$ cat config.mk
export PLATFORM = sky130hd
export DESIGN_NAME = cb_config_loader
export DESIGN_NICKNAME = d
export VERILOG_FILES = /design/src/rtl/cb_config_loader.sv
export SDC_FILE = /design/constraint.sdc
export NUM_CORES = 1
export LEC_CHECK = 0
export BUFFER_PORTS_ARGS = -buffer_cell sky130_fd_sc_hd__clkbuf_2
export CAP_MARGIN = 20
export CORE_ASPECT_RATIO = 1.5
export CORE_MARGIN = 5
export CORE_UTILIZATION = 51
export DETAILED_ROUTE_END_ITERATION = 12
export PLACE_DENSITY = 0.75
export RECOVER_POWER = 25
export REMOVE_ABC_BUFFERS = 1
export SLEW_MARGIN = 20
export SYNTH_ARGS = -nofsm -noshare
export SYNTH_HDL_FRONTEND = slang
export SYNTH_SLANG_ARGS = --single-unit
$ cat constraint.sdc
create_clock -name clk -period 1.35 [get_ports clk]
set_input_delay 0.2025 -clock clk [delete_from_list [all_inputs] [get_ports clk]]
set_output_delay 0.2025 -clock clk [all_outputs]
set_load 0.005 [all_outputs]
$ cat src/rtl/cb_config_loader.sv
// cb_config_loader
//   Serial configuration loader for one connection box. Hunts the serial
//   stream for an 8-bit sync header, then shifts a CFG_WIDTH-bit payload
//   into a shadow register, MSB first. When the frame is complete, the
//   payload is copied onto sram_out in a single cycle, so the box never
//   sees a partially loaded word.
//
//   Optional feature macro: CB_CFG_PARITY_EN
//     defined   : one even-parity bit follows the payload. A failed frame
//                 pulses cfg_error and leaves sram_out untouched.
//     undefined : no parity bit. Every complete frame commits, and
//                 cfg_error is tied low.
//
// Ports
//   clk        in  : single clock, rising edge
//   reset      in  : synchronous, active-high reset
//   cfg_valid  in  : cfg_bit is valid this cycle
//   cfg_bit    in  : serial configuration data
//   cfg_ready  out : loader accepts a bit this cycle (low only in COMMIT)
//   sram_out   out : committed configuration word, drives the box sram_in
//   cfg_done   out : one-cycle pulse, sram_out was just updated
//   cfg_error  out : one-cycle pulse, a frame was rejected by parity
//   cfg_loaded out : sticky, set by the first successful commit
//
// state    | meaning
// ---------+-----------------------------------------------------------
// HUNT     | sliding search for SYNC_WORD in the accepted bit stream
// SHIFT    | collecting CFG_WIDTH payload bits into the shadow register
// PARITY   | waiting for the parity bit (parity build only)
// COMMIT   | one cycle; copy shadow to sram_out or flag the error

module cb_config_loader #(
  parameter int          CFG_WIDTH = 35,
  parameter logic [7:0]  SYNC_WORD = 8'hA5
) (
  input  logic                 clk,
  input  logic                 reset,
  input  logic                 cfg_valid,
  input  logic                 cfg_bit,
  output logic                 cfg_ready,
  output logic [CFG_WIDTH-1:0] sram_out,
  output logic                 cfg_done,
  output logic                 cfg_error,
  output logic                 cfg_loaded
);

  localparam int CNT_W = $clog2(CFG_WIDTH + 1);

  localparam logic [1:0] ST_HUNT   = 2'd0;
  localparam logic [1:0] ST_SHIFT  = 2'd1;
`ifdef CB_CFG_PARITY_EN
  localparam logic [1:0] ST_PARITY = 2'd2;
`endif
  localparam logic [1:0] ST_COMMIT = 2'd3;

  logic [1:0]           state;
  logic [7:0]           hdr;
  logic [7:0]           hdr_next;
  logic [CFG_WIDTH-1:0] shadow;
  logic [CNT_W-1:0]     bit_cnt;
  logic                 accept;
  logic                 last_payload;

  assign cfg_ready    = (state != ST_COMMIT);
  assign accept       = cfg_valid && cfg_ready;
  assign hdr_next     = {hdr[6:0], cfg_bit};
  assign last_payload = (bit_cnt == CNT_W'(CFG_WIDTH - 1));

`ifdef CB_CFG_PARITY_EN
  // Result of the parity check, consumed in COMMIT.
  logic frame_ok;

  always_ff @(posedge clk) begin
    if (reset) begin
      state      <= ST_HUNT;
      hdr        <= '0;
      shadow     <= '0;
      bit_cnt    <= '0;
      frame_ok   <= 1'b0;
      sram_out   <= '0;
      cfg_done   <= 1'b0;
      cfg_error  <= 1'b0;
      cfg_loaded <= 1'b0;
    end else begin
      cfg_done  <= 1'b0;
      cfg_error <= 1'b0;
      case (state)
        ST_HUNT: begin
          if (accept) begin
            // Clearing hdr on a match means the next hunt starts from a
            // clean history.
            if (hdr_next == SYNC_WORD) begin
              state   <= ST_SHIFT;
              hdr     <= '0;
              bit_cnt <= '0;
            end else begin
              hdr <= hdr_next;
            end
          end
        end
        ST_SHIFT: begin
          if (accept) begin
            shadow  <= {shadow[CFG_WIDTH-2:0], cfg_bit};
            bit_cnt <= bit_cnt + 1'b1;
            if (last_payload) begin
              state <= ST_PARITY;
            end
          end
        end
        ST_PARITY: begin
          if (accept) begin
            // Even parity across payload plus parity bit.
            frame_ok <= ~(^shadow ^ cfg_bit);
            state    <= ST_COMMIT;
          end
        end
        ST_COMMIT: begin
          if (frame_ok) begin
            sram_out   <= shadow;
            cfg_done   <= 1'b1;
            cfg_loaded <= 1'b1;
          end else begin
            cfg_error <= 1'b1;
          end
          state <= ST_HUNT;
        end
        default: begin
          state <= ST_HUNT;
        end
      endcase
    end
  end
`else
  assign cfg_error = 1'b0;

  always_ff @(posedge clk) begin
    if (reset) begin
      state      <= ST_HUNT;
      hdr        <= '0;
      shadow     <= '0;
      bit_cnt    <= '0;
      sram_out   <= '0;
      cfg_done   <= 1'b0;
      cfg_loaded <= 1'b0;
    end else begin
      cfg_done <= 1'b0;
      case (state)
        ST_HUNT: begin
          if (accept) begin
            if (hdr_next == SYNC_WORD) begin
              state   <= ST_SHIFT;
              hdr     <= '0;
              bit_cnt <= '0;
            end else begin
              hdr <= hdr_next;
            end
          end
        end
        ST_SHIFT: begin
          if (accept) begin
            shadow  <= {shadow[CFG_WIDTH-2:0], cfg_bit};
            bit_cnt <= bit_cnt + 1'b1;
            if (last_payload) begin
              state <= ST_COMMIT;
            end
          end
        end
        ST_COMMIT: begin
          sram_out   <= shadow;
          cfg_done   <= 1'b1;
          cfg_loaded <= 1'b1;
          state      <= ST_HUNT;
        end
        default: begin
          state <= ST_HUNT;
        end
      endcase
    end
  end
`endif

endmodule
## Yosys cells after proc, flatten, opt, wreduce, memory -nomap -nowiden

Cells that the tools add are included.
Widths: inputs -> output; s select.

- Input port bits: 4
- Word-level logic and storage cells: 35
- Output and inout port bits: 39
- Bits in registers: 87

- $add $sub $neg: 1
- Reductions and logical operators: 7
- Eq/ne operators: 9
- Muxes and demuxes: 11

Operators with widths:

| operator | number |
|---|---|
| $mux 6 | 3 |
| $pmux 6 s2 | 1 |
| $ne 2x2->1 const B | 5 |
| $eq 8x8->1 const B | 1 |
| $mux 2 | 4 |
| $reduce_and 4->1 | 2 |
| $mux 7 | 1 |
| $add 6x1->6 const B | 1 |
| $eq 6x6->1 const B | 1 |
| $pmux 2 s2 | 1 |
| $reduce_and 2->1 | 2 |
| $eq 2x1->1 const B | 1 |
| $eq 2x2->1 const B | 1 |
| $logic_not 2->1 | 1 |
| $reduce_bool 2->1 | 1 |
| $logic_and 1x1->1 | 1 |
| $mux 1 | 1 |

## Longest topological paths before layout

Gate-level depths: netlist of the first run.

- Depth after elaboration: 4
- Depth in mapped cells: 7
- Depth with buffers taken out: 5

## Least setup slack after synthesis of the first run

No wires, ideal clock.

- Path type: reg2reg
- Start: register bit_cnt[0]
- End: register bit_cnt[1]
- Arrival: 1,256 ps
- Buffers on the path: 0
- Stages on the path, launching flop included: 5
- Slack: 24 ps
- Period minus slack after synthesis: 1,326 ps
- Data required time: 1,280 ps
- Setup time: 70 ps
- Cell sequence: dfxtp_1 -> inv_1 -> ha_1 -> or4b_1 -> a21oi_1

- Cells in the longest elaborated chain, start to end: 3

Ends and longest elaborated chain:

| what | RTL line | RTL |
|---|---|---|
| start, declared | 60 | `logic [CNT_W-1:0] bit_cnt;` |
| start signal, assigned | 162 | `bit_cnt <= bit_cnt + 1'b1;` |
| $add 6x1->6 | 162 |  |
| $mux 6 | 160 | `if (accept) begin` |
| $pmux 6 s2 | 147 | `case (state)` |

No other way between the ends. The select of a mux whose other input is x is not followed.
A chain may end at the register's enable or synchronous reset.

## Worst setup path in the final report of the first run

- Start: register state[0]
- End: output cfg_ready

- Cells in the longest elaborated chain, start to end: 1

Ends and longest elaborated chain:

| what | RTL line | RTL |
|---|---|---|
| start, declared | 56 | `logic [1:0] state;` |
| start signal, assigned | 138 | `state <= ST_HUNT;` |
| start signal, assigned | 151 | `state <= ST_SHIFT;` |
| start signal, assigned | 164 | `state <= ST_COMMIT;` |
| $ne 2x2->1 | 64 | `assign cfg_ready = (state != ST_COMMIT);` |
| end, declared | 40 | `output logic cfg_ready,` |

No other way between the ends.

==> results of run 1 <==
-- cell families after synthesis --
logic type / after synthesis / synth area share [%]
and+or+nand+nor: 177 / 23.8
AOI/OAI and AO/OA: 95 / 15.7
DFF: 87 / 54.3
buffers and inverters: 32 / 5.30
adders and majority gates: 2 / 0.780
other: 1 / 0.117
-- report_power, final --
group / switching, uW / internal, uW
Sequential: 2.38 / 2560
Clock: 922 / 1300
Combinational: 62.5 / 21.5
-- sequential cells by signal (all words and copies together), names as in the netlist --
name	cells
bit_cnt	6
cfg_loaded	1
cfg_done	1
sram_out	35
shadow	35
state	2
hdr	7
-- routing by layer --
metal | vias up | wire length (microns) | track usage (%)
met5 | - | 0 | 0
met3 | 15 | 243 | 4.03
li1 | 1392 | - | -
met4 | 0 | 161 | 9.03
met2 | 38 | 3420 | 30.3
met1 | 1293 | 2780 | 20.4
-- what timing repair did --
action                     4_1_cts  5_1_grt
resized for setup                9       18
gates cloned                     0        0
setup endpoints to repair       10       19
pin swaps                        2        8
buffers inserted                 1        7
-- critical path, cell delays in order (launching register included) --
cell and delay, ns:
sky130_fd_sc_hd__dfxtp_4 0.37, sky130_fd_sc_hd__and2_4 0.16, sky130_fd_sc_hd__inv_4 0.04, sky130_fd_sc_hd__buf_8 0.12
sky130_fd_sc_hd__clkbuf_2 0.10
-- how the worst min path moves through the flow --
stage | slack (ns) | endpoint | start
final | 0.13 | shadow[0] | cfg_bit
after global placement | 0.44 | sram_out[30] | sram_out[30]
after global routing | 0.12 | shadow[0] | cfg_bit
after floorplan | 0.27 | bit_cnt[1] | reset
after detailed placement | 0.45 | sram_out[16] | sram_out[16]
after CTS | 0.11 | shadow[0] | cfg_bit
-- area by class of cell --
class	count	area, sq um	area share (%)
repair buffers	67	425	10.9
flip-flops and latches	87	1750	45.0
well taps	74	92.6	2.37
clock buffers	10	138	3.53
inverters	5	21.3	0.545
multi-input cells	275	1360	34.8
clock inverters	6	115	2.95
-- stage by stage --
stage	instance area (sq um)	worst slack, ns	total power, uW
after floorplan	3060	-0.676	2650
after global placement	3500	-0.0396	2710
after detailed placement	3500	-0.0750	2710
after CTS	3790	-0.0734	4900
after global routing	3900	-0.0498	5040
final	3900	0.000987	4870
-- cell usage in the layout (no fill, tap or decap), types with 2 or more instances in the layout --
cell                        instances
sky130_fd_sc_hd__nand2_1          146
sky130_fd_sc_hd__dfxtp_1           81
sky130_fd_sc_hd__a21oi_1           77
sky130_fd_sc_hd__clkbuf_2          39
sky130_fd_sc_hd__buf_4             22
sky130_fd_sc_hd__clkbuf_8          10
sky130_fd_sc_hd__nor2_1             8
sky130_fd_sc_hd__nor2b_1            4
sky130_fd_sc_hd__a31oi_1            4
sky130_fd_sc_hd__o21ai_0            4
sky130_fd_sc_hd__dfxtp_2            4
sky130_fd_sc_hd__bufinv_16          3
sky130_fd_sc_hd__inv_2              2
sky130_fd_sc_hd__nor3b_4            2
sky130_fd_sc_hd__inv_1              2
sky130_fd_sc_hd__nand3_1            2
sky130_fd_sc_hd__nor3_1             2
sky130_fd_sc_hd__o32ai_1            2
sky130_fd_sc_hd__o21ai_1            2
sky130_fd_sc_hd__clkbuf_1           2
sky130_fd_sc_hd__buf_6              2
sky130_fd_sc_hd__dfxtp_4            2
==> reports/qor.yml, run 1 <==
timing.critical_path.arrival_ns: 1.15
final_cell_count_no_fill: 524
root_buffer: "sky130_fd_sc_hd__clkbuf_8"
clock-sinks: 87
whs_path_depth: 3
first_global_vias: 2546
fmaxAchievable_ghz: 0.741
timing.clock.skew_ns: 0.00984
worst_setup_startpoint: "state[0]"
power.ir.vdd_worst_mv: 0.663
ys_top_cells_by_area: "sky130_fd_sc_hd__dfxtp_1, sky130_fd_sc_hd__nand2_1, sky130_fd_sc_hd__a21oi_1"
setup-tns-final_ns: 0
route.antenna.remaining_nets: 0
rsz0062_at_grt: "true"
timing.reg2reg.setup_slack_ns: 0.04
setup.worst_path.end: "cfg_ready"
required_time_at_the_endpoint_of_the_critical_path_ns: 1.15
synth-async-reset-ratio_pct: 0
cts.htree.levels: 3
num_rows: 35
grt_remaining_overflow: 0
powerDensity_nw_per_um2: 1250
slew_limit_fails: 0
p_leak_uw: 0.00142
grt_max_degree: 29
core_area_sq_um: 6130
clkSlewWorstSetupHoldPaths_ns: 0.08
report.final.hold_viol_count: 0
route.detailed.drc: 0
yosysMostFrequentCell: "sky130_fd_sc_hd__nand2_1"
chipHeight_microns: 107
gp_congestion: 0.802
first_pass_grt_wire_length_microns: 11200
post-dp-hpwl_microns: 4400
timing.final.crit_share_pct: 99.9
number_of_flops_mapped_to_enable_cells_by_yosys: 0
synth_area_leader_cell: "sky130_fd_sc_hd__dfxtp_1"
fp.dieW_microns: 74.8
mean_number_of_vias_per_cell: 5.23
status: "finished, final reports clean"
critical_path_maximum_fanout: 7
worstReg2RegEnd: "state[0]"
reg2reg_depth: 4
cap_violations: 0
cts_inserted_buffers: 9
report.final.setup_viol: 0
hold_buffers: 0
ys_seq_elements: 87
period_needed_ns: 1.35
hold-worst-slack_ns: 0.135
ys_seq_area_share_pct: 54.3
starting_density_pct: 52.3
syn2layout_area_growth_pct: 21.6
final_nets: 451
clock_latency_ns: 0.36
clk_path_buf_depth: 2
mappedNetlistArea_sq_um: 3210
totalWireLength_microns: 6610
worst_setup_path_end_kind: "output pin"
final_core_util_pct: 63.7
path_class: "flip-flop to output pin"
routed-via-count: 2738
critical_path_start_type: "flip-flop"
ios: 43
synth_warnings: 0
drt_pass1_iterations: 4
wire_per_inst_microns: 12.6
dp_cells: 500
antenna_violations_before_repair: 0
drt_iter0_markers: 180
buffers_on_ports: 41
share_of_cells_above_drive_strength_1_pct: 23.1
synth_largest_type_area_fraction_pct: 54.3
hold_path.class: "input port to flip-flop"
diodes: 0
global_route.usage.total_pct: 17.9
cts_tree: "done"
yosys_cell_types: 34
synth.avg_cell_area_sq_um: 8.14
synth_top_flop_cell: "sky130_fd_sc_hd__dfxtp_1"
ys_top_cells_by_count: "sky130_fd_sc_hd__nand2_1, sky130_fd_sc_hd__dfxtp_1, sky130_fd_sc_hd__a21oi_1"
fp.dieArea_sq_um: 8010
final.fill_count: 546
syn_inst: 394
crit-reg2reg-launch: "hdr[5]"
Note: power is estimated with default switching activity, not from simulation.
==> run 2: changes to the inputs <==
- CORE_UTILIZATION: 51 -> 52
- CTS_BUF_LIST: not set -> sky130_fd_sc_hd__clkbuf_4
- PLACE_DENSITY: 0.75 -> 0.76
==> reports/qor.yml, run 2 (same netlist as run 1, synthesis figures left out) <==
required_time_at_the_endpoint_of_the_critical_path_ns: 1.67
chipHeight_microns: 106
grt_remaining_overflow: 0
clock-sinks: 87
buffers_on_ports: 41
totalWireLength_microns: 7050
gp_congestion: 0.791
p_leak_uw: 0.00144
syn2layout_area_growth_pct: 24.6
met3_wirelength_microns: 314
mostFrequentLayoutCell: "sky130_fd_sc_hd__nand2_1"
critical_path_start_type: "flip-flop"
period_needed_ns: 1.38
route.detailed.drc: 0
detailedPlace.worstSlack_ns: -0.122
rsz0062_at_grt: "true"
drt_pass1_iterations: 5
first_pass_grt_wire_length_microns: 11500
wire_per_inst_microns: 13.3
mean_number_of_vias_per_cell: 5.29
met1Wirelength_microns: 2840
timing.final.crit_share_pct: 102
starting_density_pct: 52.7
total_power_uw: 4550
dp_cells: 503
fp.dieW_microns: 74.1
antenna_violations_before_repair: 0
num_rows: 35
root_buffer: "sky130_fd_sc_hd__clkbuf_4"
grt_max_degree: 60
core_area_sq_um: 6090
timing.clock.skew_ns: 0.0119
layout.cells.most_common_list: "sky130_fd_sc_hd__nand2_1, sky130_fd_sc_hd__dfxtp_1, sky130_fd_sc_hd__a21oi_1"
critical_path_maximum_fanout: 3
global_route.usage.total_pct: 18.4
fin_ws_ns: -0.0276
timing.critical_path.arrival_ns: 1.70
clock_latency_ns: 0.42
highest_layer: "met4"
path_class: "flip-flop to flip-flop"
whs_path_depth: 3
cap_violations: 0
share_of_cells_above_drive_strength_1_pct: 25.8
powerDensity_nw_per_um2: 1140
cts_inserted_buffers: 9
final.fill_count: 510
cts_tree: "done"
power.ir.vdd_worst_mv: 0.782
fmaxAchievable_ghz: 0.726
final_nets: 455
report.final.setup_viol: 6
fp.dieArea_sq_um: 7870
clk_path_buf_depth: 2
report.final.hold_viol_count: 0
ios: 43
worst_setup_path_end_kind: "flip-flop"
diodes: 0
final_cell_count_no_fill: 528
status: "finished with violations"
failing_checks: "negative setup slack"
clkSlewWorstSetupHoldPaths_ns: 0.13
cts.htree.levels: 3
reg2reg_depth: 5
first_global_vias: 2636
hold_path.class: "input port to flip-flop"
wl_met2_microns: 3790
post-dp-hpwl_microns: 4390
timing.reg2reg.setup_slack_ns: -0.03
biggestRegsByFlops: "shadow (35), sram_out (35), hdr (7)"
final_core_util_pct: 65.7
routed-via-count: 2793
route.antenna.remaining_nets: 0
slew_limit_fails: 0
setup-tns-final_ns: -0.0692
drt_iter0_markers: 183
[run 2: cell types whose count changed in the layout (fill, tap and decap cells not counted), sizes merged]
cell,before,now
clkinv,1,0
bufbuf,0,1
clkinvlp,0,1
clkbuf,51,50
buf,26,29
inv,7,8
[run 2: critical path, cell delays in order (launching register included)]
cell and delay [ns]:
sky130_fd_sc_hd__dfxtp_1 0.43, sky130_fd_sc_hd__nor2b_2 0.30, sky130_fd_sc_hd__nand4_1 0.18, sky130_fd_sc_hd__buf_6 0.17
sky130_fd_sc_hd__a31oi_4 0.14, sky130_fd_sc_hd__nor2_1 0.06
[run 2: what timing repair did]
action | 4_1_cts | 5_1_grt
hold buffers | 0 | 0
endpoints found under the setup margin | 11 | 38
gates cloned | 1 | 0
buffers inserted | 7 | 2
pin swaps | 7 | 17
hold endpoints to repair | 0 | 0
gates resized for setup | 11 | 35
[run 2: worst paths after layout]
| path | from | end |
|---|---|---|
| worst min register to register | sram_out[22] | sram_out[22] |
| worst max-delay path | hdr[1] | hdr[2] |
| worst min-delay path | cfg_bit | shadow[0] |
| worst max register to register | hdr[1] | hdr[2] |
[run 2: area by class of cell]
class                           instances  area [sq um]  share of cell area (%)
Sequential cell                        87          1750                    43.8
Multi-Input combinational cell        275          1430                    35.8
Timing Repair Buffer                   71           509                    12.7
Clock inverter                          7           126                    3.16
Tap cell                               74          92.6                    2.32
Clock buffer                            9          67.6                    1.69
Inverter                                5          18.8                   0.470
[run 2: per-stage QoR]
step                hold WS (ns)  cell area, sq um
floorplan                  0.272              3060
CTS                       0.0630              3860
global route              0.0878              4000
detailed placement         0.448              3540
finish                     0.119              4000
global placement           0.442              3540
[run 2: layer usage]
layer  GRT usage (%)  vias to the layer above
li1                -                     1403
met4            7.64                        0
met3            3.78                        7
met1            21.3                     1321
met5               0                        -
met2            31.9                       62
[run 2: where the power goes]
part	internal, uW	switching, uW	total, uW	leakage, uW
Combinational	31.2	71.0	102	0.000638
Sequential	2570	3.68	2570	0.000703
Clock	963	911	1870	0.0000991
